--- src/rtl/param_memory_pkg.sv ---
// Shared definitions for the parameterised scratch memory: FSM state encoding
// and the range of supported read latencies.
package param_memory_pkg;

    typedef logic [0:0] state_t;

    localparam state_t ST_INIT = 1'b0;
    localparam state_t ST_RUN  = 1'b1;

    localparam int RD_LAT_MIN = 1;
    localparam int RD_LAT_MAX = 2;

endpackage

--- src/rtl/param_memory_rd_pipe.sv ---
// Read-response pipeline: carries valid, data and error flags for RD_LAT cycles
// and merges the write-error strobe into the registered err output.
module param_memory_rd_pipe
    import param_memory_pkg::*;
#(
    parameter int DATA_W = 8,
    parameter int RD_LAT = 1
) (
    input  logic              clk,
    input  logic              reset,
    input  logic              rd_valid,
    input  logic [DATA_W-1:0] rd_data,
    input  logic              rd_err,
    input  logic              wr_err,
    output logic              rsp_valid,
    output logic [DATA_W-1:0] rsp_rdata,
    output logic              err
);

    logic              last_valid_s;
    logic              last_err_s;
    logic [DATA_W-1:0] last_data_s;

    generate
        if (RD_LAT >= RD_LAT_MAX) begin : g_two_stage
            logic              mid_valid_r;
            logic              mid_err_r;
            logic [DATA_W-1:0] mid_data_r;

            // Intermediate stage for the two-cycle latency option.
            always_ff @(posedge clk) begin
                if (reset) begin
                    mid_valid_r <= 1'b0;
                    mid_err_r   <= 1'b0;
                    mid_data_r  <= {DATA_W{1'b0}};
                end else begin
                    mid_valid_r <= rd_valid;
                    mid_err_r   <= rd_valid & rd_err;
                    if (rd_valid) begin
                        mid_data_r <= rd_data;
                    end
                end
            end

            assign last_valid_s = mid_valid_r;
            assign last_err_s   = mid_err_r;
            assign last_data_s  = mid_data_r;
        end else begin : g_one_stage
            assign last_valid_s = rd_valid;
            assign last_err_s   = rd_valid & rd_err;
            assign last_data_s  = rd_data;
        end
    endgenerate

    // Output stage; read data only moves on a valid response so it holds otherwise.
    always_ff @(posedge clk) begin
        if (reset) begin
            rsp_valid <= 1'b0;
            rsp_rdata <= {DATA_W{1'b0}};
            err       <= 1'b0;
        end else begin
            rsp_valid <= last_valid_s;
            err       <= last_err_s | wr_err;
            if (last_valid_s) begin
                rsp_rdata <= last_data_s;
            end
        end
    end

endmodule

--- src/rtl/param_memory.sv ---
// Byte-writable scratch memory with a zeroing sweep after reset and a
// configurable-latency read path.
module param_memory
    import param_memory_pkg::*;
#(
    parameter int DATA_W = 8,
    parameter int DEPTH  = 16,
    parameter int ADDR_W = 4,
    parameter int RD_LAT = 1
) (
    input  logic                clk,
    input  logic                reset,
    input  logic                req_valid,
    output logic                req_ready,
    input  logic                req_wr,
    input  logic [ADDR_W-1:0]   req_addr,
    input  logic [DATA_W-1:0]   req_wdata,
    input  logic [DATA_W/8-1:0] req_be,
    output logic                rsp_valid,
    output logic [DATA_W-1:0]   rsp_rdata,
    output logic                err,
    output logic                init_busy
);

    localparam int                BE_W      = DATA_W / 8;
    localparam logic [ADDR_W-1:0] LAST_ADDR = ADDR_W'(DEPTH - 1);
    localparam logic [ADDR_W:0]   DEPTH_EXT = (ADDR_W + 1)'(DEPTH);

    state_t            state_r;
    state_t            state_nxt_s;
    logic [ADDR_W-1:0] sweep_cnt_r;
    logic              init_busy_r;
    logic              req_ready_r;
    logic [DATA_W-1:0] mem_r [DEPTH];

    logic              fire_s;
    logic              in_range_s;
    logic              wr_fire_s;
    logic              wr_err_s;
    logic              rd_fire_s;
    logic [DATA_W-1:0] rd_data_s;

    // Zero-extend before comparing so an address past DEPTH can never alias.
    assign in_range_s = ({1'b0, req_addr} < DEPTH_EXT);
    assign fire_s     = req_valid & req_ready_r & ~reset;
    assign wr_fire_s  = fire_s & req_wr & in_range_s;
    assign wr_err_s   = fire_s & req_wr & ~in_range_s;
    assign rd_fire_s  = fire_s & ~req_wr;
    assign rd_data_s  = in_range_s ? mem_r[req_addr] : {DATA_W{1'b0}};

    // Next-state logic: the sweep leaves INIT once the last word is cleared.
    always_comb begin
        state_nxt_s = state_r;
        case (state_r)
            ST_INIT: begin
                if (sweep_cnt_r == LAST_ADDR) begin
                    state_nxt_s = ST_RUN;
                end else begin
                    state_nxt_s = ST_INIT;
                end
            end
            ST_RUN:  state_nxt_s = ST_RUN;
            default: state_nxt_s = ST_INIT;
        endcase
    end

    // State, sweep counter and the registered handshake/status flags.
    always_ff @(posedge clk) begin
        if (reset) begin
            state_r     <= ST_INIT;
            sweep_cnt_r <= {ADDR_W{1'b0}};
            init_busy_r <= 1'b1;
            req_ready_r <= 1'b0;
        end else begin
            state_r     <= state_nxt_s;
            sweep_cnt_r <= (state_r == ST_INIT) ? sweep_cnt_r + ADDR_W'(1) : sweep_cnt_r;
            init_busy_r <= (state_nxt_s == ST_INIT);
            req_ready_r <= (state_nxt_s == ST_RUN);
        end
    end

    // Storage: sweep clears one word per cycle, otherwise byte-masked writes.
    always_ff @(posedge clk) begin
        if (!reset && (state_r == ST_INIT)) begin
            mem_r[sweep_cnt_r] <= {DATA_W{1'b0}};
        end else if (wr_fire_s) begin
            for (int b = 0; b < BE_W; b++) begin
                if (req_be[b]) begin
                    mem_r[req_addr][b*8 +: 8] <= req_wdata[b*8 +: 8];
                end
            end
        end
    end

    param_memory_rd_pipe #(
        .DATA_W (DATA_W),
        .RD_LAT (RD_LAT)
    ) u_rd_pipe (
        .clk       (clk),
        .reset     (reset),
        .rd_valid  (rd_fire_s),
        .rd_data   (rd_data_s),
        .rd_err    (~in_range_s),
        .wr_err    (wr_err_s),
        .rsp_valid (rsp_valid),
        .rsp_rdata (rsp_rdata),
        .err       (err)
    );

    assign init_busy = init_busy_r;
    assign req_ready = req_ready_r;

endmodule

--- config.mk ---
export PLATFORM = sky130hd
export DESIGN_NAME = param_memory
export DESIGN_NICKNAME = d
export VERILOG_FILES = /design/src/rtl/param_memory_pkg.sv /design/src/rtl/param_memory_rd_pipe.sv /design/src/rtl/param_memory.sv
export SDC_FILE = /design/constraint.sdc
export NUM_CORES = 1
export LEC_CHECK = 0
export ABC_AREA = 0
export ABC_CLOCK_PERIOD_IN_PS = 3000
export BUFFER_PORTS_ARGS = -buffer_cell sky130_fd_sc_hd__buf_2
export CAP_MARGIN = 20
export CORE_MARGIN = 5
export CORE_UTILIZATION = 62
export CTS_BUF_LIST = sky130_fd_sc_hd__clkbuf_2 sky130_fd_sc_hd__clkbuf_4 sky130_fd_sc_hd__clkbuf_8
export DETAILED_ROUTE_END_ITERATION = 10
export PLACE_DENSITY = 0.81
export SETUP_SLACK_MARGIN = 0.5
export SYNTH_ARGS = -nofsm -noshare
export SYNTH_HDL_FRONTEND = slang
export SYNTH_SLANG_ARGS = --single-unit
--- constraint.sdc ---
create_clock -name clk -period 3 [get_ports clk]
set_input_delay 0.15 -clock clk [delete_from_list [all_inputs] [get_ports clk]]
set_output_delay 0.15 -clock clk [all_outputs]
set_load 0.05 [all_outputs]
* Word-level counts from Yosys, hierarchy flattened
Memory sizes are Yosys's and may differ from the RTL's. A register that Yosys moved wholly into a read port is not among the register bits.
Index checks and enable logic that the tools add are counted.
W data, S select, Z words.
** Cells by class
- Add/subtract/negate cells :: 1
- Equality and inequality tests :: 1
- Muxes and demuxes :: 11
- Bitwise gates (word level) :: 8
- Reductions and logical operators :: 3
** Operator list (number)
- $mux W1 :: 8
- $mux W8 :: 1
- $reduce_or A8 Y1 :: 1
- $add A4 B1 Y4 const B :: 1
- $and A1 B1 Y1 :: 4
- $eq A4 B4 Y1 const B :: 1
- $mux W4 :: 1
- $not A1 Y1 :: 4
- $pmux W1 S2 :: 1
- $logic_and A1 B1 Y1 :: 1
- $logic_not A1 Y1 :: 1
** Storage, ports and cells
- Flip-flop bits (word level) :: 7
- RAM bits :: 128
- Bits of input ports :: 17
- Output and inout port bits :: 12
- Logic and storage cells :: 29
- Memories :: 1
** Memory list
- mem_r :: words 16, width 8, read ports 1, clocked after memory_dff 1, wr ports 1, line param_memory.sv:34 : logic [DATA_W-1:0] mem_r [DEPTH];

* Logic depth before layout (Yosys ltp)
- Word-level depth :: 8
- Depth in mapped cells :: 6

* Cells and area by module
From an unflattened synthesis, not the netlist that was laid out.
** Second synthesis, totals
- Cells, all modules :: 307
- Area total of the unflattened synthesis :: 5769.3 µm²
** By module, submodules not included
- param_memory :: instances 1, cells an instance 276, area an instance 5427.7 µm², sequential area each 3963.8 µm²
- param_memory_rd_pipe :: instances 1, cells an instance 31, area an instance 341.6 µm², sequential area each 200.2 µm²

* Worst setup path after synthesis
Ideal clock, no wire load.
- Path kind :: reg2reg
- From :: register req_ready_r (netlist: req_ready)
- To :: memory mem_r[12][0], enable pin
- Setup time :: 0.370 ns
- Data arrival time :: 2.209 ns
- Required time :: 2.630 ns
- Slack :: 0.421 ns
- Stages on the path, launching flop included :: 7
- Buffers on the path :: 2
- Clock period less this slack :: 2.579 ns
- Path through :: dfxtp_1 > buf_2 > nand2_1 > nor3_2 > clkbuf_1 > a32oi_1 > nor2_1
** Between the ends
- Cells in the longest elaborated chain, start to end :: 8
- Elaborated cells between the ends (all ways) :: 13
- Classes of those cells :: mux (7); bitwise (4); reduce/logical (2)
** Ends and longest elaborated chain
- start: declaration :: line param_memory.sv:33 : logic req_ready_r;
- start signal: assignment :: line param_memory.sv:78 : req_ready_r <= (state_nxt_s == ST_RUN);
- $and A1 B1 Y1 (2 in series) :: line param_memory.sv:45 : assign fire_s = req_valid & req_ready_r & ~reset;
- $and A1 B1 Y1
- $mux W1 :: line param_memory.sv:86 : end else if (wr_fire_s) begin
- $mux W1 :: line param_memory.sv:84 : if (!reset && (state_r == ST_INIT)) begin
- $mux W1 (implied by the code) :: line param_memory.sv:89 : mem_r[req_addr][b*8 +: 8] <= req_wdata[b*8 +: 8];
- $reduce_or A8 Y1 (no line)
- $mux W4 (no line) / $mux W1 (equally long branches)
- end: declaration :: line param_memory.sv:34
Parallel ways exist; a longest one is shown, timed or not.

* Final worst setup path
- From :: register req_ready_r (netlist: req_ready)
- To :: memory mem_r[3][3], enable pin
The elaborated chain is that of the path after synthesis.

==> results_dict.tcl <==
set metrics [dict create \
    core_area_um2 9060 \
    grt.total_usage_pct 22.1 \
    synth_mux_area_share_pct 14.8 \
    drt_pass1_iterations 6 \
    nFillCells 559 \
    synth-seq-area-share_pct 73.0 \
    antenna_found_initial 0 \
    finalCriticalPeriod_ns 2.34 \
    instances_no_fill 476 \
    cp-end-kind "register" \
    drt-total-wl_um 11600 \
    clock_path_buffers 2 \
    rr_startpoint "req_ready" \
    rr_worst_depth 5 \
    arrival_ns 2.41 \
    max_slew_margin_pct 43.7 \
    crit_type "register to register" \
    pin_count 29 \
    post_drt_wl_per_cell_um 24.4 \
    ys_seq_elements 143 \
    post-route-period-util_pct 78.1 \
    synth-main-ff-cell "edfxtp_1" \
    synth_fa_ha_area_share_pct 0.220 \
    grt_max_degree 37 \
    synth.distinct_cells 33 \
    place_inst 442 \
    std_cell_rows 35 \
    r2r_slack_ns 0.66 \
    drtIter0Drc 308 \
    syn_nets 331 \
    gr-total-overflow 0 \
    finalPower_mw 3.96 \
    place_congestion 0.851 \
    die_area_um2 11200 \
    cts_tree "yes" \
    cp_max_fo 10 \
    synth_top_family_by_area "multiplexers" \
    die_y_um 106 \
    hold_viol 0 \
    ant_nets 0 \
    endpoint "mem_r[3][3]" \
    yosysMostFrequentCell "edfxtp_1" \
    yosysWarningCount 0 \
    clock_latency_ns 0.43 \
    dpl.hpwl_um 7500 \
    final_cell_area_um2 6390 \
    clock-sinks 143 \
    fin_ws_ns 0.656 \
    synth_edf_count 128 \
    hp-class "input pin to register" \
    r2r_end "mem_r[3][3]" \
    vias_per_cell 6.37 \
    port_buffers 27 \
    setup_viol 0 \
    crit_start "req_ready" \
    drive_gt1_share_pct 31.2 \
    grt_pass1_vias 2945 \
    outcome "completed" \
    synth_cells 313 \
    synthTopCellsByCount "128 x edfxtp_1, 37 x nor2_1, 22 x mux4_2" \
    avgSynthCellArea_um2 18.1 \
    syn_area_um2 5680 \
    synth_compound_area_share_pct 2.84 \
    htree_levels 4 \
    whs_ns 0.0395 \
    power_leakage_nw 2.42 \
    cts_root_buf "clkbuf_8" \
    rsz0062_at_grt "false" \
    dp_worst_setup_slack_ns 0.348 \
    vias 3034 \
    area_growth_syn_to_layout_pct 12.5 \
    synth_area_leaders "edfxtp_1 68%, mux4_2 8.7%, dfxtp_1 5.3%" \
    start_util_pct 62.6 \
    synth_area_leader_cell "edfxtp_1" \
    drc_errors 0 \
    synthXorXnorAreaFrac_pct 0.463 \
    finalNetCount 371 \
    cap_violations 0 \
    placed_area_um2 5900 \
    async_reset_ff_share_pct 0 \
    numCtsBuffers 17 \
    finish.utilization_pct 70.5 \
    cts.clk_slew.worst_paths_ns 0.07 \
    fmax_ghz 0.427 \
    worst_slew_pin_slew_ns 0.845 \
    die_w_um 106 \
    p_per_area_nw_per_um2 620 \
    cp.required_ns 3.07 \
    synth_top_cell_area_share_pct 67.7 \
    cp-start-kind "register" \
    synthSimpleGateAreaFrac_pct 6.52 \
    ir_drop_mv 0.294 \
    n_antenna_cell 0 \
    skew_ns 0.0119 \
    tns_ns 0 \
    slew_violations 0 \
    grt_first_pass_wirelength_um 17600 \
]
## repair_timing
| item | in CTS | in global routing |
|---|---|---|
| resized for setup | 2 | 9 |
| endpoints found under the setup margin | 104 | 97 |
| hold buffers | 1 | 0 |
| endpoints found under the hold margin | 1 | 0 |
| setup buffers | 0 | 2 |
| gates cloned | 0 | 0 |
| pin swaps | 0 | 1 |
## cells by family after synthesis
family | Yosys count
flip-flops | 143
adder cells (fa/ha/maj) | 1
buffers and inverters | 19
XOR/XNOR | 3
other | 1
AND/OR/NAND/NOR | 80
AO/OA/AOI/OAI | 21
multiplexers | 45
## cell usage in the layout, fill, tap and decap left out, types with 5 or more instances in the layout
cell type and instances:
mux4_2 22, clkbuf_8 17, mux2_2 13, dfxtp_1 15, mux4_1 6, buf_2 27
nand2_1 15, nor2b_1 5, nor2_2 12, nor3_1 9, edfxtp_1 128, buf_4 8
nor2_1 25, and2_1 9
## sequential cells by signal, indices dropped and copies added, names as in the netlist
signal	cells
u_rd_pipe.rsp_rdata	8
u_rd_pipe.rsp_valid	1
init_busy	1
req_ready	1
mem_r	128
sweep_cnt_r	4
## metal layers
| layer | part of all wire, % | wire length [um] | vias to the layer above | track usage [%] |
|---|---|---|---|---|
| met5 | 0 | 0 | - | 0 |
| met4 | 3.3 | 389 | 0 | 9.25 |
| met3 | 7.5 | 870 | 39 | 5.14 |
| met2 | 46 | 5390 | 175 | 32.3 |
| met1 | 43 | 4980 | 1505 | 32.4 |
| li1 | - | - | 1315 | - |
## area by class of cell
cell class	count	area [um2]	area share, %
multi-input combinational	151	1460	22.8
clock inverter	13	188	2.94
timing repair buffer	36	205	3.21
tap	111	139	2.17
inverter	4	15.0	0.235
sequential	143	4140	64.9
clock buffer	18	241	3.78
## critical path: stages (launching register included)
cell and delay (ns):
dfxtp_1 0.50, nand2_1 0.16, nor3_4 0.28, buf_4 0.22, mux2_2 0.40, nor2_2 0.42
## power breakdown
group	leakage (nW)	switching (mW)	internal, mW
registers	1.53	0.0111	2.16
logic	0.685	0.0928	0.0584
clock network	0.211	0.723	0.917
total	2.42	0.827	3.13
## worst min path at each step
| stage | from | to | cells past startpoint | slack, ns |
|---|---|---|---|---|
| 2_1_floorplan | req_wr | u_rd_pipe.rsp_valid | 1 | 0.26 |
| 3_3_place_gp | req_wr | u_rd_pipe.rsp_valid | 2 | 0.44 |
| 3_5_place_dp | req_wr | u_rd_pipe.rsp_valid | 2 | 0.43 |
| 4_1_cts | reset | sweep_cnt_r[2] | 2 | 0.02 |
| 5_1_grt | reset | sweep_cnt_r[2] | 2 | 0.02 |
| 6_report | reset | sweep_cnt_r[2] | 2 | 0.04 |
Power figures use the tool's default switching activity.
